## src/rtl/mem_stage.sv

```systemverilog
// rtl/mem_stage.sv - MIPS pipeline memory-access stage: load response wait, alignment, WB handoff, flush discard
module mem_stage #(
    parameter int ES_TO_MS_BUS_WD = 128,
    parameter int MS_TO_WS_BUS_WD = 124,
    parameter int MS_FWD_BUS_WD   = 39
) (
    input  logic                       clk,
    input  logic                       reset,
    input  logic                       ws_allowin,
    output logic                       ms_allowin,
    input  logic                       es_to_ms_valid,
    input  logic [ES_TO_MS_BUS_WD-1:0] es_to_ms_bus,
    input  logic                       es_to_ms_req,
    input  logic                       es_req_cancel,
    input  logic                       data_sram_data_ok,
    input  logic [31:0]                data_sram_rdata,
    output logic                       ms_to_ws_valid,
    output logic [MS_TO_WS_BUS_WD-1:0] ms_to_ws_bus,
    output logic [MS_FWD_BUS_WD-1:0]   ms_fwd_bus,
    output logic                       ms_ex,
    input  logic                       flush
);

    logic                       ms_valid;
    logic                       wait_data;
    logic                       buf_valid;
    logic [31:0]                rdata_buf;
    logic [1:0]                 discard_cnt;
    logic [ES_TO_MS_BUS_WD-1:0] es_bus_r;

    logic [31:0] ms_badvaddr;
    logic [10:0] ms_c0_bus;
    logic        ms_bd;
    logic        ms_ex_flag;
    logic [4:0]  ms_excode;
    logic [6:0]  ms_ld_inst;
    logic        ms_res_from_mem;
    logic        ms_gr_we;
    logic [4:0]  ms_dest;
    logic [31:0] ms_res;
    logic [31:0] ms_pc;

    assign {ms_badvaddr, ms_c0_bus, ms_bd, ms_ex_flag, ms_excode, ms_ld_inst,
            ms_res_from_mem, ms_gr_we, ms_dest, ms_res, ms_pc} = es_bus_r;

    logic ld_lw, ld_lb, ld_lbu, ld_lh, ld_lhu, ld_lwl, ld_lwr;
    assign {ld_lw, ld_lb, ld_lbu, ld_lh, ld_lhu, ld_lwl, ld_lwr} = ms_ld_inst;

    // A response is ours only once all responses of killed requests have drained.
    logic data_ok_ours;
    logic ms_ready_go;
    assign data_ok_ours   = data_sram_data_ok && (discard_cnt == 2'd0);
    assign ms_ready_go    = !wait_data || data_ok_ours;
    assign ms_allowin     = !ms_valid || (ms_ready_go && ws_allowin);
    assign ms_to_ws_valid = ms_valid && ms_ready_go && !flush;
    assign ms_ex          = ms_valid && ms_ex_flag;

    always_ff @(posedge clk) begin
        if (reset) begin
            ms_valid  <= 1'b0;
            wait_data <= 1'b0;
            buf_valid <= 1'b0;
        end else if (flush) begin
            ms_valid  <= 1'b0;
            wait_data <= 1'b0;
            buf_valid <= 1'b0;
        end else begin
            if (ms_allowin) begin
                ms_valid  <= es_to_ms_valid;
                wait_data <= es_to_ms_valid && es_to_ms_req && !es_to_ms_bus[83];
                buf_valid <= 1'b0;
            end else if (data_ok_ours && wait_data) begin
                wait_data <= 1'b0;
                if (!ws_allowin) begin
                    buf_valid <= 1'b1;
                end
            end
        end
    end

    always_ff @(posedge clk) begin
        if (!flush && ms_allowin && es_to_ms_valid) begin
            es_bus_r <= es_to_ms_bus;
        end
        if (data_ok_ours && wait_data && !ws_allowin) begin
            rdata_buf <= data_sram_rdata;
        end
    end

    logic [1:0] discard_inc;
    logic [1:0] discard_dec;
    assign discard_inc = {1'b0, flush && wait_data && !data_ok_ours} + {1'b0, es_req_cancel};
    assign discard_dec = {1'b0, data_sram_data_ok && (discard_cnt != 2'd0)};

    always_ff @(posedge clk) begin
        if (reset) begin
            discard_cnt <= 2'd0;
        end else begin
            discard_cnt <= discard_cnt + discard_inc - discard_dec;
        end
    end

    logic [31:0] ld_data;
    logic [1:0]  addr_lo;
    logic [7:0]  ld_byte;
    logic [15:0] ld_half;
    logic [31:0] load_result;
    logic [3:0]  load_strb;

    assign ld_data = buf_valid ? rdata_buf : data_sram_rdata;
    assign addr_lo = ms_res[1:0];
    assign ld_half = addr_lo[1] ? ld_data[31:16] : ld_data[15:0];

    always_comb begin
        ld_byte = ld_data[7:0];
        case (addr_lo)
            2'd0: ld_byte = ld_data[7:0];
            2'd1: ld_byte = ld_data[15:8];
            2'd2: ld_byte = ld_data[23:16];
            2'd3: ld_byte = ld_data[31:24];
            default: ld_byte = ld_data[7:0];
        endcase
    end

    always_comb begin
        load_result = ld_data;
        load_strb   = 4'hf;
        if (ld_lb) begin
            load_result = {{24{ld_byte[7]}}, ld_byte};
        end else if (ld_lbu) begin
            load_result = {24'b0, ld_byte};
        end else if (ld_lh) begin
            load_result = {{16{ld_half[15]}}, ld_half};
        end else if (ld_lhu) begin
            load_result = {16'b0, ld_half};
        end else if (ld_lwl) begin
            case (addr_lo)
                2'd0: begin load_result = {ld_data[7:0], 24'b0};  load_strb = 4'b1000; end
                2'd1: begin load_result = {ld_data[15:0], 16'b0}; load_strb = 4'b1100; end
                2'd2: begin load_result = {ld_data[23:0], 8'b0};  load_strb = 4'b1110; end
                default: begin load_result = ld_data;            load_strb = 4'b1111; end
            endcase
        end else if (ld_lwr) begin
            case (addr_lo)
                2'd0: begin load_result = ld_data;                 load_strb = 4'b1111; end
                2'd1: begin load_result = {8'b0, ld_data[31:8]};   load_strb = 4'b0111; end
                2'd2: begin load_result = {16'b0, ld_data[31:16]}; load_strb = 4'b0011; end
                default: begin load_result = {24'b0, ld_data[31:24]}; load_strb = 4'b0001; end
            endcase
        end else if (ld_lw) begin
            load_result = ld_data;
        end
    end

    logic [31:0] final_result;
    logic [3:0]  rf_wstrb;
    assign final_result = ms_res_from_mem ? load_result : ms_res;
    assign rf_wstrb     = (ms_gr_we && !ms_ex_flag) ? (ms_res_from_mem ? load_strb : 4'hf) : 4'h0;

    assign ms_to_ws_bus = {ms_badvaddr, ms_c0_bus, ms_bd, ms_ex_flag, ms_excode,
                           rf_wstrb, ms_gr_we, ms_dest, final_result, ms_pc};

    logic ms_load_busy;
    logic ms_block_valid;
    assign ms_load_busy   = ms_valid && ms_res_from_mem && !ms_ready_go;
    assign ms_block_valid = ms_valid && ms_gr_we && !flush;
    assign ms_fwd_bus     = {ms_load_busy, ms_block_valid, ms_dest, final_result};

endmodule
```

## config.mk

```make
export PLATFORM = sky130hd
export DESIGN_NAME = mem_stage
export DESIGN_NICKNAME = d
export VERILOG_FILES = /design/src/rtl/mem_stage.sv
export SDC_FILE = /design/constraint.sdc
export NUM_CORES = 1
export LEC_CHECK = 0
export CAP_MARGIN = 5
export CELL_PAD_IN_SITES_DETAIL_PLACEMENT = 1
export CELL_PAD_IN_SITES_GLOBAL_PLACEMENT = 1
export CORE_ASPECT_RATIO = 0.5
export CORE_MARGIN = 10
export CORE_UTILIZATION = 37
export CTS_BUF_LIST = sky130_fd_sc_hd__clkbuf_8 sky130_fd_sc_hd__clkbuf_16
export CTS_CLUSTER_DIAMETER = 150
export DETAILED_ROUTE_END_ITERATION = 12
export PLACE_DENSITY = 0.95
export SLEW_MARGIN = 15
export SYNTH_ARGS = -nofsm -noshare
export SYNTH_HDL_FRONTEND = slang
export SYNTH_SLANG_ARGS = --single-unit
export TNS_END_PERCENT = 10
```

## constraint.sdc

```tcl
create_clock -name clk -period 32.9 [get_ports clk]
set_clock_uncertainty 0.2 [all_clocks]
set_input_delay 3.29 -clock clk [delete_from_list [all_inputs] [get_ports clk]]
set_output_delay 3.29 -clock clk [all_outputs]
set_load 0.05 [all_outputs]
```

==> summary.txt <==
Outcome
  • Status: finished, final reports clean

Logic synthesis
  • Synth async-reset ratio: 0%
  • Syn Inst Count: 653
  • Avg Cell Area, Syn: 12.8 sq um
  • Main synth FF type: sky130_fd_sc_hd__edfxtp_1
  • Synth Cell Area: 8360 sq um
  • Count of state elements after synthesis: 164
  • Number of synthesized flops with an enable pin: 159
  • Warning count from the yosys run: 0
  • Library cells used by synthesis: 50
  • Sequential-to-total area share from yosys stat: 58.3%
  • Post-Synthesis Net Count: 823

Clock network
  • Worst skew pair latency: 0.44 ns
  • Buffer count from post-CTS setup fixing: 0
  • Resize count post-CTS: 0
  • Number of levels the H-tree was split into: 4
  • Number of sinks driven by the clock tree: 164
  • CTS Buf Count: 17
  • CTS root buf: sky130_fd_sc_hd__clkbuf_16
  • Clock transition at path regs: 0.07 ns
  • Hold buffer count at CTS: 0
  • Maximum count of clock buffers along a single path: 2
  • CTS tree: yes

Floorplan
  • Die footprint: 29400 sq um
  • Core area: 21900 sq um
  • Initial core utilization: 38.1%
  • Core Rows: 38
  • Die Ht: 126 um
  • DIE WIDTH: 233 um
  • Boundary pin count: 334

Worst hold path
  • Endpoint, Worst Hold: wait_data
  • Type of the worst min-delay path: reg2reg
  • Worst hold stages: 2
  • Hold Startpoint: ms_valid

Pwr
  • Leakage Power: 4.06 nW
  • Worst ir drop on vdd: 0.0000365 V
  • Comb pwr share: 21.9%
  • Total net switching power: 0.000175 W
  • Internal power component: 0.000403 W
  • Power consumption: 0.000578 W
  • Part of the total power dissipated in the clock network: 36.1%
  • Proportion of power drawn by flip-flops and latches: 42.0%
  • Switching share of total power: 30.3%
  • Ratio of total power to cell area: 49.7 nW/um^2

Worst setup path
  • Worst endpoint data arrival time: 6.43 ns
  • Startpoint-to-endpoint class of the critical path: in2out
  • Crit. End Element: output pin
  • Reg-to-Reg Start: discard_cnt[0]
  • Largest fanout on the critical path: 13
  • Reg-to-reg slack, setup: 29.16 ns
  • Endpoint required time on the critical path: 29.41 ns
  • Critical path launch point type: primary input
  • Reg-to-Reg End: es_bus_r[24]
  • Depth of the worst register-to-register path: 7

STA
  • Setup repair after global routing missed its margin: false
  • Relative slew slack: 25.3%
  • Pins over their slew limit: 0
  • Max Clk Rate: 0.101 GHz
  • Tightest Pin Transition: 1.12 ns
  • Final worst-path cycle share: 30.1%
  • Hold violation total from the final report: 0
  • Period minus WS final: 9.92 ns
  • Setup TNS: 0 ns
  • Finish-stage setup viols: 0

Placed design
  • Detailed Place HPWL: 23700 um
  • Input/output buffers: 332
  • Routability Congestion: 0.959
  • Cell Count Post-Placement: 1133

Detailed routing
  • Drt drc: 0
  • Post-route antenna net violation count: 0
  • Starting DRT DRC Count: 711
  • Detailed-route wire length per cell: 26.3 um
  • Detailed-route via count: 6227
  • Post-detailed-routing wire length: 30700 um
  • First drt pass iteration count: 6
  • Per-cell via count in the routed design: 5.33

Global routing
  • Number of antenna violations at the first check in global routing: 4
  • Global-route wire length before repair: 44500 um
  • Gr usage total: 20.5%
  • GRT overflow: 0
  • Pin count of the biggest net entering global routing: 69
  • Via count of the first global-routing pass: 6740

Cells and area
  • Area Growth Syn to Fin: 39.2%
  • Non-Filler Instances: 1168
  • Share of post-route cells with drive strength above 1: 10.1%
  • Final net count: 1022
  • Top library cells by usage in the layout, fill and taps aside: 332 x sky130_fd_sc_hd__clkdlybuf4s50_1, 159 x sky130_fd_sc_hd__edfxtp_1, 66 x sky130_fd_sc_hd__nor2_1
  • Most frequent standard cell in the layout excluding fill and tap cells: sky130_fd_sc_hd__clkdlybuf4s50_1

Flow run
  • Max-cap violations: 0
-- stage by stage --
stage / worst slack [ns] / area (sq um) / util (%) / hold WS (ns)
after floorplan: 17.89 / 8360 / - / 0.330
after global placement: 23.16 / 11000 / 50.2 / 0.373
after detailed placement: 23.11 / 11000 / 50.2 / 0.415
after CTS: 23.05 / 11600 / 53.0 / 0.434
after global routing: 22.92 / 11600 / 53.1 / 0.492
final: 22.98 / 11600 / 53.1 / 0.439
-- synth_stat cells, types with 7 or more instances --
library cell / instances / area share (%)
sky130_fd_sc_hd__nand2b_1: 8 / 0.60
sky130_fd_sc_hd__nand2_1: 9 / 0.40
sky130_fd_sc_hd__clkbuf_1: 17 / 0.76
sky130_fd_sc_hd__a221o_1: 7 / 0.84
sky130_fd_sc_hd__nor2_1: 66 / 3.0
sky130_fd_sc_hd__mux4_2: 8 / 2.2
sky130_fd_sc_hd__o21ai_0: 10 / 0.60
sky130_fd_sc_hd__a21oi_1: 41 / 2.5
sky130_fd_sc_hd__edfxtp_1: 159 / 57
sky130_fd_sc_hd__a22oi_1: 19 / 1.7
sky130_fd_sc_hd__inv_1: 19 / 0.85
sky130_fd_sc_hd__a211oi_1: 8 / 0.72
sky130_fd_sc_hd__mux2_2: 28 / 3.8
sky130_fd_sc_hd__o22ai_1: 17 / 1.3
sky130_fd_sc_hd__mux2i_1: 15 / 1.8
sky130_fd_sc_hd__buf_4: 128 / 11
-- sequential cells by signal, summed over array words and instances (netlist names) --
| name | cells |
|---|---|
| es_bus_r | 127 |
| buf_valid | 1 |
| ms_valid | 1 |
| rdata_buf | 32 |
| discard_cnt | 2 |
| wait_data | 1 |
-- worst max-delay path: stages --
cell and delay [ns]:
sky130_fd_sc_hd__clkdlybuf4s50_1 0.47, sky130_fd_sc_hd__mux2_2 0.33, sky130_fd_sc_hd__mux4_2 0.55, sky130_fd_sc_hd__a21boi_2 0.65, sky130_fd_sc_hd__o22ai_1 0.33, sky130_fd_sc_hd__clkdlybuf4s50_1 0.78
-- worst max path at each step --
stage                                  end                 from  slack, ns  cells after the start
final                       ms_fwd_bus[14]  data_sram_rdata[15]      22.98                      6
after global routing        ms_fwd_bus[22]  data_sram_rdata[15]      22.92                      7
after CTS                 ms_to_ws_bus[46]  data_sram_rdata[15]      23.05                      6
after detailed placement  ms_to_ws_bus[46]  data_sram_rdata[15]      23.11                      6
after global placement      ms_fwd_bus[14]  data_sram_rdata[15]      23.16                      6
after floorplan                es_bus_r[0]    data_sram_data_ok      17.89                      4
-- final cells by class --
cell class                      instances  area [sq um]
Antenna cell                            3          7.51
Sequential cell                       164          4880
Fill cell                            2181         10300
Inverter                               19          71.3
Tap cell                              300           375
Timing Repair Buffer                  338          3370
Multi-Input combinational cell        312          2310
Clock inverter                         15           193
Clock buffer                           17           425
-- layer usage --
metal	global-route usage, %	share of wire (%)	vias up	wire [um]
li1	-	-	2715	-
met3	5.63	8.4	69	2580
met1	21.4	33	3096	10300
met5	0	0.055	-	17
met4	7.25	2.4	2	752
met2	38.7	56	345	17100
-- cell families after synthesis --
| logic type | synth area share [%] |
|---|---|
| AO/OA/AOI/OAI | 10.9 |
| buffers and inverters | 14.1 |
| AND/OR/NAND/NOR | 6.24 |
| multiplexers | 9.88 |
| XOR/XNOR | 0.210 |
| adder cells (fa/ha/maj) | 0.389 |
| flip-flops | 58.3 |
-- power by group through the flow --
stage                     Clock, W  Sequential, W  Combinational (W)
final                     0.000209       0.000243           0.000127
after global routing      0.000222       0.000243           0.000132
after CTS                 0.000214       0.000243           0.000127
after detailed placement         0       0.000247           0.000126
after global placement           0       0.000246           0.000122
after floorplan                  0       0.000247          0.0000805
Note: power is estimated with default switching activity, not from simulation.
